### src/rtl/pspi_pkg.sv
// Shared PSPI master types: FSM state encoding plus frame-length and select-width helpers.
// Latency: n/a (types and constant functions only).
// Backpressure: n/a. Define PSPI_PARITY_EN to append a parity bit to every frame.
package pspi_pkg;

    typedef logic [2:0] pspi_state_t;

    localparam pspi_state_t ST_IDLE  = 3'd0;
    localparam pspi_state_t ST_LEAD  = 3'd1;
    localparam pspi_state_t ST_XFER  = 3'd2;
    localparam pspi_state_t ST_TRAIL = 3'd3;
    localparam pspi_state_t ST_DONE  = 3'd4;

    function automatic int frame_len(input int data_w);
`ifdef PSPI_PARITY_EN
        return data_w + 1;
`else
        return data_w;
`endif
    endfunction

    function automatic int ss_width(input int num_ss);
        return (num_ss > 1) ? $clog2(num_ss) : 1;
    endfunction

endpackage

### src/rtl/pspi_clk_div.sv
// Half-period tick generator with sclk phase tracking and rise/fall strobes.
// Latency: tick every CLK_DIV cycles while run is high; strobes are combinational on tick.
// Backpressure: none; counter restarts whenever run drops.
module pspi_clk_div #(
    parameter int CLK_DIV = 2
) (
    input  logic clk,
    input  logic rst_n,
    input  logic run,
    input  logic xfer,
    output logic tick,
    output logic rise,
    output logic fall,
    output logic phase
);

    logic [7:0] cnt;

    assign tick = run && (cnt == 8'(CLK_DIV - 1));
    assign rise = tick && xfer && !phase;
    assign fall = tick && xfer && phase;

    always_ff @(posedge clk or negedge rst_n) begin
        if (!rst_n) begin
            cnt   <= '0;
            phase <= 1'b0;
        end else begin
            if (!run || tick)
                cnt <= '0;
            else
                cnt <= cnt + 8'd1;
            // Phase only toggles during XFER so every period starts low.
            if (!xfer)
                phase <= 1'b0;
            else if (tick)
                phase <= ~phase;
        end
    end

endmodule

### src/rtl/pspi_master.sv
// Mode-0 SPI master: one frame per accepted start, optional trailing parity bit (PSPI_PARITY_EN).
// Latency: done pulses CLK_DIV*(2*FRAME_LEN+2)+1 cycles after the accept edge.
// Backpressure: start is ignored while busy, in the done cycle, or with an out-of-range ss_idx.
module pspi_master
    import pspi_pkg::*;
#(
    parameter int  DATA_W     = 8,
    parameter int  NUM_SS     = 4,
    parameter int  CLK_DIV    = 2,
    parameter int  PARITY_ODD = 0,
    localparam int SS_W       = ss_width(NUM_SS)
) (
    input  logic              clk,
    input  logic              rst_n,
    input  logic              start,
    input  logic [DATA_W-1:0] tx_data,
    input  logic [SS_W-1:0]   ss_idx,
    output logic              busy,
    output logic              done,
    output logic [DATA_W-1:0] rx_data,
    output logic              rx_err,
    output logic              sclk,
    output logic              mosi,
    input  logic              miso,
    output logic [NUM_SS-1:0] ss_n
);

    localparam int FRAME_LEN = frame_len(DATA_W);

    pspi_state_t          state;
    logic [FRAME_LEN-1:0] tx_sr;
    logic [FRAME_LEN-1:0] rx_sr;
    logic [FRAME_LEN-1:0] tx_load;
    logic [DATA_W-1:0]    rx_word;
    logic                 rx_bad;
    logic [SS_W-1:0]      ss_sel;
    logic [NUM_SS-1:0]    sel_mask;
    logic [5:0]           bit_cnt;
    logic                 tick, rise, fall, phase, rise_d;
    logic                 active, accept;

    assign active   = (state == ST_LEAD) || (state == ST_XFER) || (state == ST_TRAIL);
    assign accept   = (state == ST_IDLE) && !busy && start && (32'(ss_idx) < NUM_SS);
    assign sel_mask = NUM_SS'(1) << ss_sel;

`ifdef PSPI_PARITY_EN
    assign tx_load = {tx_data, (^tx_data) ^ (PARITY_ODD != 0)};
    assign rx_word = rx_sr[FRAME_LEN-1:1];
    assign rx_bad  = rx_sr[0] != ((^rx_word) ^ (PARITY_ODD != 0));
`else
    assign tx_load = tx_data;
    assign rx_word = rx_sr;
    assign rx_bad  = 1'b0;
`endif

    pspi_clk_div #(.CLK_DIV(CLK_DIV)) u_clk_div (
        .clk   (clk),
        .rst_n (rst_n),
        .run   (active),
        .xfer  (state == ST_XFER),
        .tick  (tick),
        .rise  (rise),
        .fall  (fall),
        .phase (phase)
    );

    always_ff @(posedge clk or negedge rst_n) begin
        if (!rst_n) begin
            state   <= ST_IDLE;
            tx_sr   <= '0;
            rx_sr   <= '0;
            ss_sel  <= '0;
            bit_cnt <= '0;
            rise_d  <= 1'b0;
        end else begin
            // Pins are registered one cycle behind the FSM, so miso is sampled one cycle after the strobe,
            // exactly when the registered sclk rises.
            rise_d <= rise;
            if (rise_d)
                rx_sr <= {rx_sr[FRAME_LEN-2:0], miso};
            case (state)
                ST_IDLE: begin
                    if (accept) begin
                        state   <= ST_LEAD;
                        tx_sr   <= tx_load;
                        ss_sel  <= ss_idx;
                        bit_cnt <= '0;
                    end
                end
                ST_LEAD: begin
                    if (tick)
                        state <= ST_XFER;
                end
                ST_XFER: begin
                    if (fall) begin
                        tx_sr <= {tx_sr[FRAME_LEN-2:0], 1'b0};
                        if (bit_cnt == 6'(FRAME_LEN - 1))
                            state <= ST_TRAIL;
                        else
                            bit_cnt <= bit_cnt + 6'd1;
                    end
                end
                ST_TRAIL: begin
                    if (tick)
                        state <= ST_DONE;
                end
                ST_DONE: state <= ST_IDLE;
                default: state <= ST_IDLE;
            endcase
        end
    end

    always_ff @(posedge clk or negedge rst_n) begin
        if (!rst_n) begin
            busy    <= 1'b0;
            done    <= 1'b0;
            sclk    <= 1'b0;
            mosi    <= 1'b0;
            ss_n    <= '1;
            rx_data <= '0;
            rx_err  <= 1'b0;
        end else begin
            busy <= (state != ST_IDLE);
            done <= (state == ST_DONE);
            sclk <= (state == ST_XFER) && phase;
            mosi <= active && tx_sr[FRAME_LEN-1];
            ss_n <= active ? ~sel_mask : '1;
            if (state == ST_DONE) begin
                rx_data <= rx_word;
                rx_err  <= rx_bad;
            end
        end
    end

endmodule
### config.mk
export PLATFORM = sky130hd
export DESIGN_NAME = pspi_master
export DESIGN_NICKNAME = d
export VERILOG_FILES = /design/src/rtl/pspi_pkg.sv /design/src/rtl/pspi_clk_div.sv /design/src/rtl/pspi_master.sv
export SDC_FILE = /design/constraint.sdc
export NUM_CORES = 1
export LEC_CHECK = 0
export ABC_CLOCK_PERIOD_IN_PS = 1720
export CAP_MARGIN = 20
export CELL_PAD_IN_SITES_DETAIL_PLACEMENT = 1
export CELL_PAD_IN_SITES_GLOBAL_PLACEMENT = 1
export CORE_UTILIZATION = 45
export DETAILED_ROUTE_END_ITERATION = 7
export DONT_BUFFER_PORTS = 1
export MAX_ROUTING_LAYER = met4
export PLACE_DENSITY = 0.74
export SYNTH_ARGS = -nofsm -noshare
export SYNTH_HDL_FRONTEND = slang
export SYNTH_SLANG_ARGS = --single-unit
### constraint.sdc
create_clock -name clk -period 1.72 [get_ports clk]
set_input_delay 0.516 -clock clk [delete_from_list [all_inputs] [get_ports clk]]
set_output_delay 0.516 -clock clk [all_outputs]
set_load 0.1 [all_outputs]
==> reports/results.tsv, run 1 <==
metric	value	unit
status	finished with violations	
violations	setup timing	
ant_nets	0	
die_h	72.4	um
rsz0062_at_grt	yes	
startpoint_type	register	
max_freq	581	MHz
avgSynthCellArea	12.1	um2
netSwitchingFraction	44.0	%
yosysMostFrequentCell	dfrtp_1	
p_leak	1.28	nW
wire_per_inst	17.8	um
io_buffers	0	
power_density	1850	mW/mm2
met2_usage	36.4	%
synthAdderAreaFrac	1.68	%
busiest_layer	met2	
grt-ovfl-total	0	
cts_tree	done	
drtPass1Iterations	4	
grt_use_met3	4.03	%
period_share	100	%
fillers	489	
grt_pass1_vias	1652	
synth_edf_count	0	
synth_area	0.00223	mm2
drive_gt1_share	38.5	%
hold_class	input port to asynchronous set/reset pin	
worstSkewPairLatency	0.31	ns
synth_common_cells	dfrtp_1 (49), mux2_2 (19), nand2_1 (15)	
ys_warn_count	0	
diodes	0	
dieWidth	72.4	um
synth_cells	184	
syn_nets	201	
synth_top_area_share	55.0	%
placed_area	0.00244	mm2
seqPwrFrac	49.7	%
vias	1521	
core	0.00475	mm2
worstPathArrival	1.95	ns
synth_top_family_by_area	simple AND/OR/NAND/NOR gates	
cap_violations	0	
synth_area_leaders	dfrtp_1 (55%), mux2_2 (9.6%), dfstp_2 (4.7%), mux2i_1 (3.1%), o21ai_0 (2.7%)	
worst-endpoint-required	1.95	ns
p_int	2.84	mW
yosysSeqAreaShare	59.7	%
vdd_drop_max	0.720	mV
start_util	46.9	%
row_count	25	
htreeDepth	2	
yosys.area_share.simple	15.3	%
path_clk_slew	0.09	ns
final_area	0.00274	mm2
antenna_found_initial	0	
track_usage	21.2	%
cts_root_buf	clkbuf_8	
area_delta_synth_final	22.6	%
synth_compound_area_share	5.78	%
gp_congestion	0.780	
period_minus_slack	1.72	ns
via_per_inst	5.43	
ios	31	
layout_setup_ws	-0.000334	ns
first_iter_violations	106	
worstSetupPathType	register to register	
grt_pass1_wl	8170	um
clockBufferDepth	2	
worst_setup_path_end_kind	register	
clkPwrFrac	17.6	%
final_util	57.5	%
crit_fanout	5	
setup_violations	1	
post-synth-top-area-cell	dfrtp_1	
grt_max_degree	50	
clock-sinks	53	
skew	0.00546	ns
synth_xor_xnor_area_share	3.14	%
yosysUniqueCellTypes	35	
synth.area.mux_share	12.7	%
layout.nets	229	
hpwl	3220	um
die-area	0.00524	mm2
pwr-share-comb	32.7	%
met1_usage	25.6	%
ys_ff_latch	53	
synth_flop_cell	dfrtp_1	
numCtsBuffers	5	
slew_violations	0	
hold_viol_final	0	
async_flop_share	100	%
wl	4980	um
drc	0	
power_switching	2.23	mW
## through the flow
step	hold WS, ns	setup TNS [ns]	setup slack (ns)	total power, mW	std cells
2_1_floorplan	0.220	0	0.0556	3.51	184
3_3_place_gp	0.222	0	0.0733	3.84	259
3_5_place_dp	0.222	-0.236	-0.0878	3.97	259
4_1_cts	0.0386	-0.00211	-0.00211	4.94	273
5_1_grt	0.0242	-0.285	-0.0923	5.36	280
6_report	0.0408	-0.000334	-0.000334	5.07	280
## power groups by stage
stage / registers (mW) / clock network, mW / logic, mW
floorplan: 2.64 / 0 / 0.861
global placement: 2.48 / 0 / 1.36
detailed placement: 2.52 / 0 / 1.45
CTS: 2.51 / 0.909 / 1.52
global route: 2.58 / 0.948 / 1.84
finish: 2.52 / 0.890 / 1.66
## repair_timing
action / CTS / global route
setup buffers: 4 / 7
cloned: 1 / 0
endpoints found under the hold margin: 49 / 0
pin swaps: 3 / 6
endpoints found under the setup margin: 11 / 13
hold buffers: 1 / 0
gates resized for setup: 11 / 9
## routing by layer
layer / part of all wire [%] / up-vias
met5: 0 / -
met3: 3.0 / 14
li1: - / 696
met1: 44 / 781
met2: 52 / 30
met4: 1.4 / 0
## worst paths after layout
| check | startpoint | to | slack (ns) | cells after the start |
|---|---|---|---|---|
| min in group clk | tx_data[0] | tx_sr[0] | 0.36 | 1 |
| max in group asynchronous | rst_n | busy | 1.45 | 1 |
| hold reg to reg | tx_sr[7] | tx_sr[7] | 0.48 | 2 |
| setup / recovery | bit_cnt[0] | bit_cnt[5] | -0.0003 | 6 |
| hold / removal | rst_n | ss_n[1] | 0.04 | 0 |
| setup reg to reg | bit_cnt[0] | bit_cnt[5] | -0.0003 | 6 |
## critical path, stage by stage (launching register included)
cell and delay (ns):
dfrtp_1 0.39, ha_2 0.21, nand2_2 0.06, or4_4 0.45, a21oi_4 0.22, o21ai_1 0.13
a21oi_1 0.17
## cell families (layout without fill, tap and decap cells)
| group | after synthesis | count (layout) |
|---|---|---|
| XOR/XNOR | 8 | 8 |
| buffers and inverters | 7 | 35 |
| adder cells (fa/ha/maj) | 3 | 3 |
| other | 1 | 1 |
| AND/OR/NAND/NOR | 63 | 63 |
| flip-flops | 53 | 53 |
| AO/OA/AOI/OAI | 23 | 24 |
| multiplexers | 26 | 26 |
## layout make-up
type	count	area, um2	area share [%]
Sequential cell	53	1340	49.0
Inverter	1	3.75	0.137
Timing Repair Buffer	26	265	9.70
Clock buffer	6	82.6	3.02
Clock inverter	2	37.5	1.37
Multi-Input combinational cell	125	922	33.7
Tap cell	67	83.8	3.06
## placed cells by master, fill, tap and decap left out, types with 2 or more instances in the layout
cell	n
nor2_1	12
nand2_1	13
buf_12	4
nand4_1	2
mux2i_1	7
or3_1	4
dfrtp_1	42
nand2_2	2
nor3_1	3
xor2_1	5
nand3b_1	2
a22o_1	2
a21oi_1	4
and2_1	2
nand3_1	5
dfstp_2	4
buf_4	21
clkbuf_8	6
xnor2_1	3
dfrtp_2	7
nor2b_1	3
a21oi_2	3
and3_1	5
ha_2	2
o21ai_0	11
mux2_2	19
## sequential cells by signal, summed over array words and instances (netlist names)
| signal | count |
|---|---|
| bit_cnt | 6 |
| busy | 1 |
| done | 1 |
| mosi | 1 |
| rise_d | 1 |
| rx_data | 8 |
| rx_sr | 8 |
| sclk | 1 |
| ss_n | 4 |
| ss_sel | 2 |
| state | 3 |
| tx_sr | 8 |
| u_clk_div.cnt | 8 |
| u_clk_div.phase | 1 |
Note: power is estimated with default switching activity, not from simulation.
==> run 2, diff against run 1 <==
GPL_TIMING_DRIVEN = 0   (was default)
TNS_END_PERCENT = 100   (was default)
==> run 2 against run 1 <==
  * The run still ends with setup timing left
  * Cell area shrank 1.3%
  * Utilization shrank 0.76 points
  * Critical path type unchanged
  * Largest cell class unchanged
  * Clock power grew 11%
  * Setup slack lost 0.025 ns
  * Critical path depth shrank 1
  * Clock-buffer cell count shrank 1
  * Total power grew 3.5%
  * Sequential cell count is the same
  * Non-clock buffer count shrank 9
==> reports/results.tsv, run 2 (synthesis results as in run 1) <==
metric	value	unit	change
htreeDepth	2		unchanged
first_iter_violations	70		was 106
ios	31		unchanged
hpwl	3060	um	was 3220 um
core	0.00475	mm2	unchanged
drtPass1Iterations	4		unchanged
ant_nets	0		unchanged
startpoint_type	register		unchanged
worst-endpoint-required	1.96	ns	was 1.95 ns
pre_cts_ws	-0.223	ns	was -0.0878 ns
r2r_setup_slack	-0.03	ns	was -0.0003 ns
worstPathArrival	1.99	ns	was 1.95 ns
grt_pass1_wl	7910	um	was 8170 um
worstSetupPathType	register to register		unchanged
cts_tree	done		unchanged
final_util	56.8	%	was 57.5%
max_freq	573	MHz	was 581 MHz
via_per_inst	5.48		was 5.43
wl	5060	um	was 4980 um
p_leak	1.23	nW	was 1.28 nW
grt-ovfl-total	0		unchanged
period_share	101	%	was 100%
clockBufferDepth	2		unchanged
vdd_drop_max	0.664	mV	was 0.720 mV
setup_violations	3		was 1
power_density	1940	mW/mm2	was 1850 mW/mm2
period_minus_slack	1.75	ns	was 1.72 ns
row_count	25		unchanged
met3_length	129	um	was 149 um
dr_wl_met2	2730	um	was 2590 um
grt_max_degree	50		unchanged
numCtsBuffers	5		unchanged
skew	0.00696	ns	was 0.00546 ns
hold_viol_final	0		unchanged
clock-sinks	53		unchanged
crit_fanout	7		was 5
cts_root_buf	clkbuf_8		unchanged
worst_setup_path_end_kind	register		unchanged
clkPwrFrac	18.8	%	was 17.6%
p_int	2.93	mW	was 2.84 mW
die_h	72.4	um	unchanged
cap_violations	0		unchanged
fin_tns_setup	-0.0665	ns	was -0.000334 ns
highest_layer	met4		unchanged
seqPwrFrac	52.6	%	was 49.7%
layout_common_cells	dfrtp_1 (36), mux2_2 (18), nand2_1 (13)		was dfrtp_1 (42), buf_4 (21), mux2_2 (19)
crit-reg2reg-capture	bit_cnt[4]		was bit_cnt[5]
hold_class	input port to asynchronous set/reset pin		unchanged
grt_pass1_vias	1607		was 1652
hold_ws	0.0428	ns	was 0.0408 ns
final_common_cell	dfrtp_1		unchanged
max-slew-margin-rel	60.5	%	
antenna_found_initial	0		unchanged
slew_violations	0		unchanged
pwr-share-comb	28.5	%	was 32.7%
rr_startpoint	busy		was bit_cnt[0]
status	finished with violations		unchanged
power.total	5.24	mW	was 5.07 mW
io_buffers	0		unchanged
start_util	46.9	%	unchanged
drive_gt1_share	40.7	%	was 38.5%
power_switching	2.31	mW	was 2.23 mW
layout.nets	220		was 229
met1Wirelength	2120	um	was 2180 um
drc	0		unchanged
path_clk_slew	0.09	ns	about the same
area_delta_synth_final	21.0	%	was 22.6%
layout_setup_ws	-0.0257	ns	was -0.000334 ns
die-area	0.00524	mm2	unchanged
diodes	0		unchanged
rsz0062_at_grt	yes		unchanged
ff2ff_path_depth	5		was 6
wire_per_inst	18.7	um	was 17.8 um
dieWidth	72.4	um	unchanged
worstSkewPairLatency	0.31	ns	about the same
track_usage	20.6	%	was 21.2%
netSwitchingFraction	44.1	%	was 44.0%
violations	setup timing		unchanged
vias	1484		was 1521
gp_congestion	0.726		was 0.780
worstMarginPinSlew	0.587	ns	
run 2: power groups by stage:
stage	combinational [mW]	clock (mW)	sequential (mW)
after global routing	1.64	1.05	2.81
after floorplan	0.861	0	2.64
after global placement	1.00	0	2.70
after detailed placement	1.09	0	2.74
after CTS	1.29	1.01	2.75
final	1.50	0.986	2.76
run 2: metal layers:
layer,track usage (%),up-vias
met1,24.5,767
met2,35.0,31
li1,-,677
met3,4.86,9
met4,5.88,0
met5,-,-
run 2: stage by stage:
step / instances / cell area, um2
detailed placement: 251 / 2320
global route: 271 / 2700
finish: 271 / 2700
global placement: 251 / 2320
CTS: 264 / 2600
floorplan: 184 / 2230
run 2: worst max-delay path by stage:
| stage | start | end | slack [ns] | cells after the start |
|---|---|---|---|---|
| after detailed placement | busy | tx_sr[4] | -0.22 | 5 |
| after global routing | busy | bit_cnt[5] | -0.09 | 5 |
| after CTS | busy | bit_cnt[5] | -0.01 | 5 |
| after floorplan | busy | bit_cnt[0] | 0.06 | 5 |
| after global placement | busy | bit_cnt[0] | -0.15 | 5 |
| final | busy | bit_cnt[4] | -0.03 | 5 |
run 2: cell type report:
type | instances | area [um2]
plain buffers | 6 | 40.0
clock buffers | 5 | 68.8
clock inverters | 3 | 65.1
fillers | 503 | 2060
inverters | 1 | 3.75
multi-input cells | 125 | 985
flip-flops and latches | 53 | 1350
well taps | 67 | 83.8
repair buffers | 11 | 103
run 2: worst max-delay path: stages, from the launching register on:
cell and delay (ns):
dfrtp_4 0.63, nor2b_4 0.19, o21a_4 0.20, nand4_1 0.14, or3_4 0.40, a21oi_2 0.12
run 2: timing repair:
item / CTS / global route
buffers inserted: 3 / 7
resized for setup: 29 / 15
endpoints found under the setup margin: 25 / 23
hold buffers: 1 / 0
hold endpoints to repair: 49 / 0
pin swaps: 12 / 3
gates cloned: 1 / 0
